### config.mk
export PLATFORM = sky130hd
export DESIGN_NAME = melody_sequencer
export DESIGN_NICKNAME = d
export VERILOG_FILES = /design/src/rtl/melody_sequencer.sv
export SDC_FILE = /design/constraint.sdc
export NUM_CORES = 1
export LEC_CHECK = 0
export CAP_MARGIN = 15
export CORE_ASPECT_RATIO = 1.75
export CORE_MARGIN = 2
export CORE_UTILIZATION = 25
export CTS_CLUSTER_DIAMETER = 200
export DETAILED_ROUTE_END_ITERATION = 6
export PLACE_DENSITY = 0.38
export SYNTH_ARGS = -nofsm -noshare
export SYNTH_HDL_FRONTEND = slang
export SYNTH_SLANG_ARGS = --single-unit
### constraint.sdc
create_clock -name clk -period 3.3 [get_ports clk]
set_clock_uncertainty 0.1 [all_clocks]
set_input_delay 0.66 -clock clk [delete_from_list [all_inputs] [get_ports clk]]
set_output_delay 0.66 -clock clk [all_outputs]
set_load 0.005 [all_outputs]
### src/rtl/melody_sequencer.sv
// Melody sequencer: steps through a fixed 16-entry ROM and drives a one-hot note select
// with beat timing and an inter-note gap. Define MELODY_LOOP_EN for endless looping playback.
module melody_sequencer #(
  parameter int BEAT_CYCLES = 250000,
  parameter int GAP_CYCLES  = 10000
) (
  input  logic       clk,
  input  logic       rst,
  input  logic       start,
  input  logic       stop,
  output logic [7:0] note_sel,
  output logic       busy,
  output logic       done,
  output logic [3:0] idx
);

  localparam int CW = $clog2(4 * BEAT_CYCLES);
  localparam logic [CW-1:0] GAP_LOAD = CW'(GAP_CYCLES - 1);

  typedef enum logic [1:0] {
    IDLE,
    NOTE,
    GAP
  } state_t;

  state_t        state_q, state_d;
  logic [CW-1:0] cnt_q, cnt_d;
  logic [3:0]    idx_d;
  logic [7:0]    note_d;
  logic          done_d;
  logic [5:0]    nxt_entry;

  // ROM entry format is {duration[1:0], note_code[3:0]}
  function automatic logic [5:0] rom_entry(input logic [3:0] i);
    case (i)
      4'd0, 4'd1:   rom_entry = {2'd0, 4'd1};
      4'd2, 4'd3:   rom_entry = {2'd0, 4'd5};
      4'd4, 4'd5:   rom_entry = {2'd0, 4'd6};
      4'd6:         rom_entry = {2'd1, 4'd5};
      4'd7, 4'd8:   rom_entry = {2'd0, 4'd4};
      4'd9, 4'd10:  rom_entry = {2'd0, 4'd3};
      4'd11, 4'd12: rom_entry = {2'd0, 4'd2};
      4'd13:        rom_entry = {2'd1, 4'd1};
      default:      rom_entry = {2'd0, 4'd0};
    endcase
  endfunction

  function automatic logic [7:0] decode(input logic [3:0] code);
    decode = (code == 4'd0) ? 8'h00 : (8'h01 << (code - 4'd1));
  endfunction

  function automatic logic [CW-1:0] note_load(input logic [1:0] d);
    note_load = CW'((int'(d) + 1) * BEAT_CYCLES - GAP_CYCLES - 1);
  endfunction

  always_ff @(posedge clk or posedge rst) begin
    if (rst) begin
      state_q  <= IDLE;
      cnt_q    <= '0;
      idx      <= 4'd0;
      note_sel <= 8'h00;
      busy     <= 1'b0;
      done     <= 1'b0;
    end else begin
      state_q  <= state_d;
      cnt_q    <= cnt_d;
      idx      <= idx_d;
      note_sel <= note_d;
      busy     <= (state_d != IDLE);
      done     <= done_d;
    end
  end

  // Outputs are computed for the next state so that they appear registered with no lag
  always_comb begin
    state_d   = state_q;
    cnt_d     = cnt_q;
    idx_d     = idx;
    note_d    = note_sel;
    done_d    = 1'b0;
    nxt_entry = rom_entry(4'd0);
    if (stop) begin
      state_d = IDLE;
      cnt_d   = '0;
      idx_d   = 4'd0;
      note_d  = 8'h00;
    end else begin
      case (state_q)
        IDLE: begin
          if (start) begin
            state_d = NOTE;
            idx_d   = 4'd0;
            cnt_d   = note_load(nxt_entry[5:4]);
            note_d  = decode(nxt_entry[3:0]);
          end
        end
        NOTE: begin
          if (cnt_q == '0) begin
            state_d = GAP;
            cnt_d   = GAP_LOAD;
            note_d  = 8'h00;
          end else begin
            cnt_d = cnt_q - 1'b1;
          end
        end
        GAP: begin
          if (cnt_q != '0) begin
            cnt_d = cnt_q - 1'b1;
          end else if (idx != 4'd15) begin
            nxt_entry = rom_entry(idx + 4'd1);
            state_d   = NOTE;
            idx_d     = idx + 4'd1;
            cnt_d     = note_load(nxt_entry[5:4]);
            note_d    = decode(nxt_entry[3:0]);
          end else begin
`ifdef MELODY_LOOP_EN
            state_d = NOTE;
            idx_d   = 4'd0;
            cnt_d   = note_load(nxt_entry[5:4]);
            note_d  = decode(nxt_entry[3:0]);
`else
            // The done cycle doubles as the single idle cycle before a restart
            state_d = IDLE;
            idx_d   = 4'd0;
            cnt_d   = '0;
            note_d  = 8'h00;
            done_d  = 1'b1;
`endif
          end
        end
        default: begin
          state_d = IDLE;
          cnt_d   = '0;
          idx_d   = 4'd0;
          note_d  = 8'h00;
        end
      endcase
    end
  end

endmodule

* After elaboration in Yosys (flattened, before gate mapping)
Memories as Yosys holds them, arrays and structs flattened. Index checks and enable logic that the tools add are counted.
Storage, ports and cells: flip-flop bits (word level) 36, output and inout port bits 14, bits in read-only memories 64, word-level logic and storage cells 61, memories 1
Cells by class: add/subtract/negate cells 6, reductions and logical operators 7, shift operators 1, muxes and demuxes 32, equality and inequality tests 7, $mul 1
Memory list:
- (name not given) | depth 16, bits a word 4, rd ports 1, clocked after memory_dff 0, write ports 0, RTL line 35 | case (i)
Operators with widths (count):
- $mux W20 | 5
- $pmux W20 S3 | 1
- $mux W8 | 6
- $mux W6 | 4
- $pmux W8 S3 | 1
- $logic_not A20 Y1 | 1
- $reduce_bool A20 Y1 | 1
- $sub A20 B1 Y20 const B | 1
- $sub A20 B14 Y20 const B | 1
- $sub A20 B2 Y20 const B | 1
- $mul A3 B14 Y16 const B | 1
- $mux W4 | 4
- $pmux W4 S3 | 1
- $ne A3 B3 Y1 const B | 3
- $mux W2 | 4
- $shl A1 B4 Y8 const A | 1
- $pmux W2 S3 | 1
- $reduce_and A3 Y1 | 2
- $mux W1 | 5
- $add A4 B1 Y4 const B | 1
- $logic_not A4 Y1 | 1
- $ne A4 B4 Y1 const B | 1
- $sub A4 B1 Y4 const B | 1
- $add A2 B1 Y3 const B | 1
- other kinds (5) | 5

* Depth between registers and ports, before layout
Gate-level depths: netlist of the first run. An unclocked memory read counts as a cell.
depth in word-level cells 14, depth in mapped cells 11, gate-level depth less buffers 10

* Worst setup path before layout of the first run
OpenSTA, ideal clock, no wires.
kind register to register, start point reg idx[0], end point reg note_sel[5], setup slack 622 ps, arrival 2483 ps, cell stages (with the launch flop) 10, path through dfrtp_1 > ha_1 > clkbuf_8 > inv_1 > o32ai_1 > nor2_1 > nor2_1 > ha_1 > or4_4 > o31ai_1
On the way: longest elaborated chain between the ends 13, elaborated cells between the ends (all ways) 15
Ends and longest elaborated chain:
- start, declared | RTL line 14 | output logic [3:0] idx
- start signal, assigned | RTL line 67 | idx <= idx_d;
- $add A4 B1 Y4 | RTL line 110 | nxt_entry = rom_entry(idx + 4'd1);
- $mem_v2 Z16 W4
- $mux W6 | RTL line 109 | end else if (idx != 4'd15) begin
- $mux W6 | RTL line 107 | if (cnt_q != '0) begin
- $mux W6 | RTL line 88 | case (state_q)
- $mux W6 | RTL line 82 | if (stop) begin
- $sub A4 B1 Y4 | RTL line 49 | decode = (code == 4'd0) ? 8'h00 : (8'h01 << (code - 4'd1));
- $shl A1 B4 Y8 | RTL line 49
- $mux W8 | RTL line 49
- $mux W8 (*) | RTL line 109
- $mux W8 (*) | RTL line 107
- $pmux W8 S3 (*) | RTL line 88
- $mux W8 (*) | RTL line 82
- end signal, assigned | RTL line 68 | note_sel <= note_d;
- end, declared | RTL line 11 | output logic [7:0] note_sel,
Mark *: on every way between the ends. The rest lies on a longest branch, timed or not. The select of a mux whose other input is x is not followed. A chain may end at the register's enable or synchronous reset.

* Worst setup path in the final report of the first run
start point reg idx[1], end point reg note_sel[6]
The elaborated chain is that of the path after synthesis.

==> results of run 1 <==
-- final cells by class --
cell class	instances	share of cell area
timing repair buffer	30	0.0872
inverter	16	0.0196
clock buffer	5	0.0407
clock inverter	3	0.0139
tap	127	0.0518
sequential	36	0.293
multi-input combinational	225	0.493
-- cells in the final DEF, fill, tap and decap left out, types with 4 or more instances in the layout --
cell type | Yosys | routed
mux2i_1 | 4 | 4
a21oi_1 | 20 | 20
o22ai_1 | 4 | 4
inv_1 | 15 | 15
nor3_1 | 11 | 11
o21ai_0 | 23 | 23
buf_4 | 1 | 13
o31ai_1 | 8 | 8
ha_1 | 7 | 7
xor2_1 | 4 | 4
clkbuf_16 | 0 | 5
or3_1 | 5 | 5
nand3_1 | 13 | 13
xnor2_1 | 6 | 6
dfrtp_1 | 36 | 36
or4_1 | 4 | 4
a22o_1 | 5 | 5
o211ai_1 | 8 | 8
nor2_1 | 21 | 21
nand2_1 | 24 | 24
clkdlybuf4s50_1 | 0 | 17
-- worst min-delay path, cell delays in order, from the launching register on --
cell and delay (ns):
dfrtp_1 0.34, o21ai_0 0.08, o31ai_1 0.06
-- registers in the layout, indices dropped and copies added, names as in the netlist --
signal / flops
busy: 1
state_q: 2
note_sel: 8
done: 1
idx: 4
cnt_q: 20
-- logic make-up after synthesis --
logic type | share of synthesized area
and+or+nand+nor | 0.260
muxes | 0.0285
adders and majority gates | 0.0339
xor gates and xnor gates | 0.0339
DFF | 0.348
AOI/OAI and AO/OA | 0.227
buffers and inverters | 0.0682
-- layer usage --
| layer | up-vias | GRT usage | part of all wire |
|---|---|---|---|
| met3 | 8 | 0.0156 | 0.015 |
| met1 | 1153 | 0.177 | 0.39 |
| met4 | 0 | 0.0553 | 0.020 |
| met5 | - | 0 | 0 |
| met2 | 35 | 0.283 | 0.57 |
| li1 | 1122 | - | - |
-- power by group through the flow --
stage	registers (mW)	clock network, mW	logic [mW]
final	0.524	0.554	0.247
after global routing	0.531	0.592	0.275
after CTS	0.525	0.573	0.249
after detailed placement	0.533	0	0.247
after global placement	0.533	0	0.250
after floorplan	0.513	0	0.186
-- metrics by stage --
stage          instance area (um2)  setup WS [ns]  std cells
2_1_floorplan                 2590          0.622        290
3_3_place_gp                  2900          0.410        434
3_5_place_dp                  2900          0.351        434
4_1_cts                       3070          0.328        442
5_1_grt                       3070          0.153        442
6_report                      3070          0.327        442
-- worst max-delay path by stage --
stage	start	endpoint	slack, ns
2_1_floorplan	idx[0]	note_sel[5]	0.62
3_3_place_gp	idx[1]	note_sel[6]	0.41
3_5_place_dp	idx[1]	note_sel[6]	0.35
4_1_cts	idx[1]	note_sel[6]	0.33
5_1_grt	idx[1]	note_sel[4]	0.15
6_report	idx[1]	note_sel[6]	0.33
==> results.md, run 1 <==
- Status: complete, no violations
- Remaining design rule violation count: 0
- Number of buffers created by CTS: 5
- Antenna Nets Post-Route: 0
- Reg power frac: 0.396
- Pleak: 1.21 nW
- Final hold slack: 0.412 ns
- Max Freq: around 0.34 GHz
- GRT Overall Usage: 0.154
- Number of buffers added for setup after CTS: 0
- Pint: 0.928 mW
- Core Box Area: 10200 um2
- Pwr dens: 432 nW/um2
- Post-synth ARST share: 1.00
- Fraction of layout cells with a size suffix above 1: 0.137
- Clk buf depth: 2
- Final Setup Violations: 0
- Largest net degree at the start of global routing: 37
- Detail Placement HPWL: 6050 um
- Total wire length: 8110 um
- RSZ-0062 raised after global routing: no
- Fin. Hold Viols: 0
- Post-layout minimum cycle time: 2.97 ns
- Die ar.: 11200 um2
- Worst VDD drop: 0.158 mV
- Reg2reg start: idx[1]
- Combinational share of power: 0.186
- Worst Setup Start Kind: flop
- Clk_lat worst skew: about 0.29 ns
- Worst Path Arrival: 3.07 ns
- First-pass GRT wire length: ~13000 um
- Sequential area share after synthesis: 0.348
- Drt pass-1 iters: 4
- WL/cell: about 18 um
- Critical path required time: 3.39 ns
- Post-synth top flop: dfrtp_1
- Storage cell area: 901 um2
- Syn_nets: about 300
- Post-synth top cells: dfrtp_1, nand2_1, o21ai_0
- Cell family with most CP delay: simple AND/OR/NAND/NOR gates
- Cell taking the most area after synthesis: dfrtp_1
- Worst hold stages: 2
- Starting Density: 0.254
- Gpl congestion: roughly 0.8
- Sum of negative setup slack: 0 ns
- Reg2Reg Setup Slack: 0.33 ns
- Hold buffers post-CTS: 0
- CP max-delay cell: or4_4
- Final Power: 1.33 mW
- Sink Count: 36
- Initial antenna violation count: 0
- 1st-iter DRT viols: 103
- Util after Layout: 0.302
- Netlist cell types: 59
- Register clock-pin slew on the reported worst setup and hold paths: 0.06 ns
- Synth area leaders: dfrtp_1, o21ai_0, a21oi_1
- Top cell type's share of synthesized area: 0.348
- Crit Path Category: reg -> reg
- DR vias/cell: 5.24
- #FFs+latches synth: 36
- H-tree Lvls: 2
- Actual slew at the worst max-slew pin: 0.680 ns
- Worst r2r dst: note_sel[6]
- Worst setup EP type: flop
- WP buf/inv: 1
- CP cell instances: ha_1 > inv_1 > o32ai_1 > nor2_1 > nor2_1 > ha_1 > or4_4 > o31ai_1
- Max-cap viol count: 0
- Switching pwr: 0.397 mW
- Syn Area/Cell: 8.92 um2
- Syn-to-layout area delta: 18.7%
- Post-cts resize count: 0
- Number of synthesized flops with an enable pin: 0
- Vias post-DR: 2318
- Filler cell count: between 1k and 1.5k
- Sw Ratio: 0.300
- Ys Warns: 0
- Gate Count Post-Synth: between 200 and 300
- Number of global-route vias before repair: 2357
- # diodes: 0
- Synthesized area: 2590 um2
- Global route total overflow: 0
- Port Buffer Count: 17
- Die width: 80.9 um
- Die span in y: ~140 um
- Levels on crit path: 8
- Fin crit share: 0.901
- Max-slew violation count: 0
- Worst reg2reg path depth: 8
- # nets final: 325
- Most frequent cell after synthesis: dfrtp_1
- CTS tree: built
- Top-Level Pins: 18
- Multi-input gate area: 1520 um2
- Share of power burned in the clock network: 0.418
- Max_slew headroom: 0.547
- Hold path endpoint: note_sel[2]
- CP max stage delay: 0.57 ns
- Clk root buf: clkbuf_16
- Worst Hold Launch: note_sel[2]
- Max FO, Critical Path: 10
- Worst hold path type: reg -> reg
- Number of core rows: 49
Power figures use the tool's default switching activity.
==> run 2, diff against run 1 <==
--- a/config.mk
+++ b/config.mk
@@ -8,10 +8,11 @@
 export CAP_MARGIN = 15
 export CORE_ASPECT_RATIO = 1.75
 export CORE_MARGIN = 2
-export CORE_UTILIZATION = 25
+export CORE_UTILIZATION = 30
 export CTS_CLUSTER_DIAMETER = 200
 export DETAILED_ROUTE_END_ITERATION = 6
-export PLACE_DENSITY = 0.38
+export GPL_ROUTABILITY_DRIVEN = 0
+export PLACE_DENSITY = 0.44
 export SYNTH_ARGS = -nofsm -noshare
 export SYNTH_HDL_FRONTEND = slang
 export SYNTH_SLANG_ARGS = --single-unit
==> results.md, run 2 (synthesized netlist as in run 1, its figures left out) <==
- Status: complete, no violations
- Remaining design rule violation count: 0
- Final setup margin: 0.299 ns
- RSZ-0062 raised after global routing: no
- Max FFs per register: 20
- Number of core rows: 44
- Crit Path Category: reg -> reg
- Post-layout minimum cycle time: 3.00 ns
- Commonest non-fill, non-tap cell in the layout: dfrtp_1
- DR vias/cell: 5.34
- Global route total overflow: 0
- Starting Density: 0.311
- Die ar.: 9410 um2
- Worst hold path type: reg -> reg
- Critical path required time: 3.40 ns
- # diodes: 0
- DP Worst Slack: 0.337 ns
- Number of global-route vias before repair: 2449
- Drt pass-1 iters: 4
- Die width: 74.2 um
- Largest net degree at the start of global routing: 37
- Initial antenna violation count: 0
- M1 GR Usage: 0.193
- 1st-iter DRT viols: 127
- Max Freq: approximately 0.33 GHz
- Number of buffers added for setup after CTS: 0
- WL/cell: between 15 and 20 um
- M3 GR Usage: 0.0278
- Pwr dens: 475 nW/um2
- Fin crit share: 0.909
- Vias post-DR: between 2k and 2.5k
- Register clock-pin slew on the reported worst setup and hold paths: around 0.060 ns
- Final Setup Violations: 0
- Filler cell count: 860
- Final hold slack: ~0.40 ns
- Fin. Hold Viols: 0
- Largest Register: cnt_q
- Sum of negative setup slack: 0 ns
- Worst VDD drop: 0.187 mV
- Max-slew violation count: 0
- Number of buffers created by CTS: 5
- Largest registers: cnt_q x20, note_sel x8, idx x4
- Clk buf depth: 2
- Fraction of layout cells with a size suffix above 1: 0.139
- Detail Placement HPWL: 5780 um
- Pleak: 1.24 nW
- Most Crowded Layer GR: met2
- Most frequent cells in the layout: dfrtp_1, nand2_1, o21ai_0, nor2_1, a21oi_1
- GRT Overall Usage: 0.180
- Worst setup EP type: flop
- Max_slew headroom: 0.548
- Antenna Nets Post-Route: 0
- Max FO, Critical Path: 10
- Clk_lat worst skew: 0.29 ns
- Worst Path Arrival: 3.10 ns
- Die span in y: 127 um
- H-tree Lvls: 2
- CTS tree: built
- Total wire length: 7760 um
- Global Route met2 Usage: 0.328
- # nets final: 326
- Sink Count: 36
- Post-cts resize count: 0
- Clk root buf: clkbuf_16
- First-pass GRT wire length: around 13000 um
- Top-Level Pins: 18
- Port Buffer Count: 17
- Actual slew at the worst max-slew pin: 0.679 ns
- Syn-to-layout area delta: 20.3%
- Hold buffers post-CTS: 0
- Max-cap viol count: 0
- Worst Setup Start Kind: flop
- Core Box Area: 8310 um2
[run 2: changes by cell type in the layout (fill, tap and decap cells not counted)]
| cell | before | now |
|---|---|---|
| bufinv_16 | 1 | 3 |
| buf_4 | 13 | 14 |
| clkinvlp_4 | 1 | 0 |
| clkinv_2 | 1 | 0 |
[run 2: worst max-delay path, cell delays in order, from the launching register on]
cell and delay, ns:
dfrtp_1 0.54, ha_1 0.44, inv_1 0.17, o32ai_1 0.40, nor2_1 0.12, nor2_1 0.11, ha_1 0.25, or4_4 0.57
o31ai_1 0.21
[run 2: routing by layer]
layer | share of wire | up-vias
li1 | - | 1125
met5 | 0 | -
met4 | 0.029 | 0
met2 | 0.56 | 35
met1 | 0.39 | 1128
met3 | 0.019 | 13
[run 2: cell type report]
type                       instances  area [um2]  share of cell area
clock inverter                     3        90.1              0.0290
timing repair buffer              31         275              0.0885
multi-input combinational        225        1520               0.487
sequential                        36         901               0.290
tap                              115         144              0.0463
clock buffer                       5         125              0.0402
inverter                          16        60.1              0.0193
[run 2: where the power goes]
group	leakage (nW)	switching [mW]	internal [mW]
clock network	0.104	0.198	0.510
logic	0.655	0.140	0.104
registers	0.480	0.0553	0.470
total	1.24	0.394	1.08
[run 2: per-stage QoR]
stage	power [mW]	cell area, um2	std cells	utilization
3_3_place_gp	0.779	2900	423	0.348
2_1_floorplan	0.699	2590	290	-
6_report	1.48	3110	431	0.374
4_1_cts	1.49	3110	431	0.374
3_5_place_dp	0.778	2900	423	0.348
5_1_grt	1.54	3110	431	0.374
[run 2: path summary, 6_finish.rpt]
| check | from | to | slack (ns) | cells after the start |
|---|---|---|---|---|
| hold / removal | note_sel[3] | note_sel[3] | 0.40 | 2 |
| min in group asynchronous | rst | cnt_q[0] | 0.69 | 3 |
| setup / recovery | idx[0] | note_sel[6] | 0.30 | 8 |
| hold reg to reg | note_sel[3] | note_sel[3] | 0.40 | 2 |
| setup reg to reg | idx[0] | note_sel[6] | 0.30 | 8 |
| max in group asynchronous | rst | state_q[1] | 2.06 | 3 |
==> run 3, diff against run 2 <==
--- a/config.mk
+++ b/config.mk
@@ -5,14 +5,17 @@
 export SDC_FILE = /design/constraint.sdc
 export NUM_CORES = 1
 export LEC_CHECK = 0
+export ABC_AREA = 1
 export CAP_MARGIN = 15
+export CELL_PAD_IN_SITES_DETAIL_PLACEMENT = 0
+export CELL_PAD_IN_SITES_GLOBAL_PLACEMENT = 1
 export CORE_ASPECT_RATIO = 1.75
 export CORE_MARGIN = 2
 export CORE_UTILIZATION = 30
 export CTS_CLUSTER_DIAMETER = 200
 export DETAILED_ROUTE_END_ITERATION = 6
 export GPL_ROUTABILITY_DRIVEN = 0
-export PLACE_DENSITY = 0.44
+export PLACE_DENSITY = 0.58
 export SYNTH_ARGS = -nofsm -noshare
 export SYNTH_HDL_FRONTEND = slang
 export SYNTH_SLANG_ARGS = --single-unit
==> results.md, run 3 <==
- # nets final: ~430
- Pwr dens: 394 nW/um2
- Post-cts resize count: 0
- Sum of negative setup slack: 0 ns
- Fin crit share: 0.800
- Max_slew headroom: 0.649
- Gate Count Post-Synth: 398
- Post-synth ARST share: 1.00
- Post-layout minimum cycle time: 2.64 ns
- Detail Placement HPWL: 6550 um
- Max-slew violation count: 0
- Remaining design rule violation count: 0
- Syn_nets: around 410
- Final Cell Area: 3150 um2
- Initial antenna violation count: 0
- Pleak: around 1.6 nW
- Crit Path Category: reg -> reg
- Reg power frac: 0.406
- Pint: roughly 0.83 mW
- Max Freq: about 0.38 GHz
- Synth area leaders: dfrtp_1, nand2_1, inv_1
- Die span in y: 129 um
- 1st-iter DRT viols: 87
- Worst VDD drop: 0.200 mV
- Share of power burned in the clock network: 0.377
- Worst Path Arrival: about 2.8 ns
- Largest registers: cnt_q x20, note_sel x8, idx x4
- Clk_lat worst skew: about 0.28 ns
- Vias post-DR: ~2.5k
- Total wire length: 8360 um
- Hold buffers post-CTS: 0
- Worst Setup Start Kind: flop
- Final Setup Violations: 0
- Number of buffers created by CTS: 5
- GRT Overall Usage: 0.189
- CTS tree: built
- WL/cell: ~16 um
- Clk root buf: clkbuf_16
- Port Buffer Count: 17
- Cell taking the most area after synthesis: dfrtp_1
- Die ar.: 9790 um2
- Core Box Area: 8730 um2
- Fraction of layout cells with a size suffix above 1: 0.118
- Clk buf depth: 2
- First-pass GRT wire length: 13500 um
- Syn-to-layout area delta: 16.7%
- DP Area: 3010 um2
- Critical path required time: ~3.4 ns
- Largest Register: cnt_q
- Commonest non-fill, non-tap cell in the layout: nand2_1
- Placed instance count: 532
- Drt pass-1 iters: 5
- Register clock-pin slew on the reported worst setup and hold paths: around 0.060 ns
- Largest net degree at the start of global routing: 37
- Final hold slack: ~0.38 ns
- Most frequent cells in the layout: nand2_1, inv_1, dfrtp_1, nor2_1, nand3_1
- Post-synth top cells: nand2_1, inv_1, dfrtp_1
- # diodes: 0
- Multi-input gate area: 1580 um2
- Most frequent cell after synthesis: nand2_1
- Die width: 75.7 um
- Actual slew at the worst max-slew pin: between 0.5 and 0.6 ns
- Number of buffers added for setup after CTS: 0
- Combinational share of power: 0.217
- #FFs+latches synth: 36
- DR vias/cell: 4.65
- Number of synthesized flops with an enable pin: 0
- Worst hold path type: reg -> reg
- Status: complete, no violations
- Max FO, Critical Path: 9
- Fin. Hold Viols: 0
- Max FFs per register: 20
- Antenna Nets Post-Route: 0
- Top-Level Pins: 18
- Global route total overflow: 0
- Top cell type's share of synthesized area: 0.334
- RSZ-0062 raised after global routing: no
- Switching pwr: approximately 0.41 mW
- Netlist cell types: 35
- Count of non-filler cells in the finished layout: between 500 and 600
- Ys Warns: 0
- Synthesized area: 2700 um2
- Syn Area/Cell: between 6 and 7 um2
- Sw Ratio: 0.331
- Filler cell count: approximately 1000
- Sequential area share after synthesis: 0.334
- Worst setup EP type: flop
- Post-synth top flop: dfrtp_1
- Starting Density: 0.309
- Max-cap viol count: 0
- Sink Count: 36
- Number of core rows: 45
- H-tree Lvls: 2
- Storage cell area: between 900 and 1000 um2
- Number of global-route vias before repair: 2524
-- run 3: cell types whose count changed in the layout (fill, tap and decap cells not counted), sizes merged, moves of 9 or more --
cell / delta
nand2: +127
inv: +36
nor2: +32
nand3: +24
a21oi: -13
buf: -12
nor3: -10
o31ai: -9
-- run 3: path summary, 6_finish.rpt --
path / startpoint / end / slack (ns) / cells after the start
min: note_sel[2] / note_sel[2] / 0.38 / 2
max reg2reg: idx[0] / note_sel[7] / 0.66 / 12
min reg2reg: note_sel[2] / note_sel[2] / 0.38 / 2
max in group asynchronous: rst / cnt_q[6] / 2.02 / 3
max: idx[0] / note_sel[7] / 0.66 / 12
min in group asynchronous: rst / cnt_q[11] / 0.71 / 3
-- run 3: critical path, cell delays in order, from the launching register on --
cell,delay [ns]
dfrtp_1,0.47
ha_1,0.27
nand2_1,0.10
inv_2,0.05
nor2_1,0.22
o21ai_1,0.12
o21ai_2,0.21
nand2_1,0.08
inv_1,0.05
ha_1,0.22
nor3_1,0.43
nand2_2,0.13
o21ai_2,0.12
-- run 3: cell type report --
type / instances / area share
multi-input cells: 308 / 0.504
flip-flops and latches: 36 / 0.286
inverters: 52 / 0.0621
repair buffers: 19 / 0.0589
well taps: 117 / 0.0465
clock buffers: 6 / 0.0410
clock inverters: 1 / 0.00159
-- run 3: kinds of logic (layout without fill, tap and decap cells) --
group           count (synthesis)  count (layout)  synth area share
compound gates                 34              34            0.0719
xor+xnor                        7               7            0.0227
fa+ha+maj                       7               7            0.0325
buf+inv                        54              78            0.0784
flops                          36              36             0.334
simple gates                  260             260             0.460
-- run 3: power by group through the flow --
stage	clock (mW)	combinational, mW	sequential (mW)
detailed placement	0	0.274	0.512
floorplan	0	0.200	0.502
global route	0.498	0.304	0.508
global placement	0	0.272	0.512
CTS	0.486	0.274	0.504
finish	0.467	0.269	0.504
-- run 3: through the flow --
| stage | power, mW | setup WS [ns] | util |
|---|---|---|---|
| detailed placement | 0.786 | 0.654 | 0.345 |
| CTS | 1.26 | 0.619 | 0.360 |
| global route | 1.31 | 0.362 | 0.360 |
| global placement | 0.784 | 0.680 | 0.345 |
| finish | 1.24 | 0.659 | 0.360 |
| floorplan | 0.703 | 1.01 | - |
-- run 3: routing by layer --
metal  share of wire  vias to the layer above  routed length, um  track usage
met1            0.38                     1167               3200        0.202
met5               0                        -                  0            0
met3           0.014                       11                115       0.0249
li1                -                     1305                  -            -
met2            0.58                       24               4880        0.364
met4           0.019                        0                162       0.0599
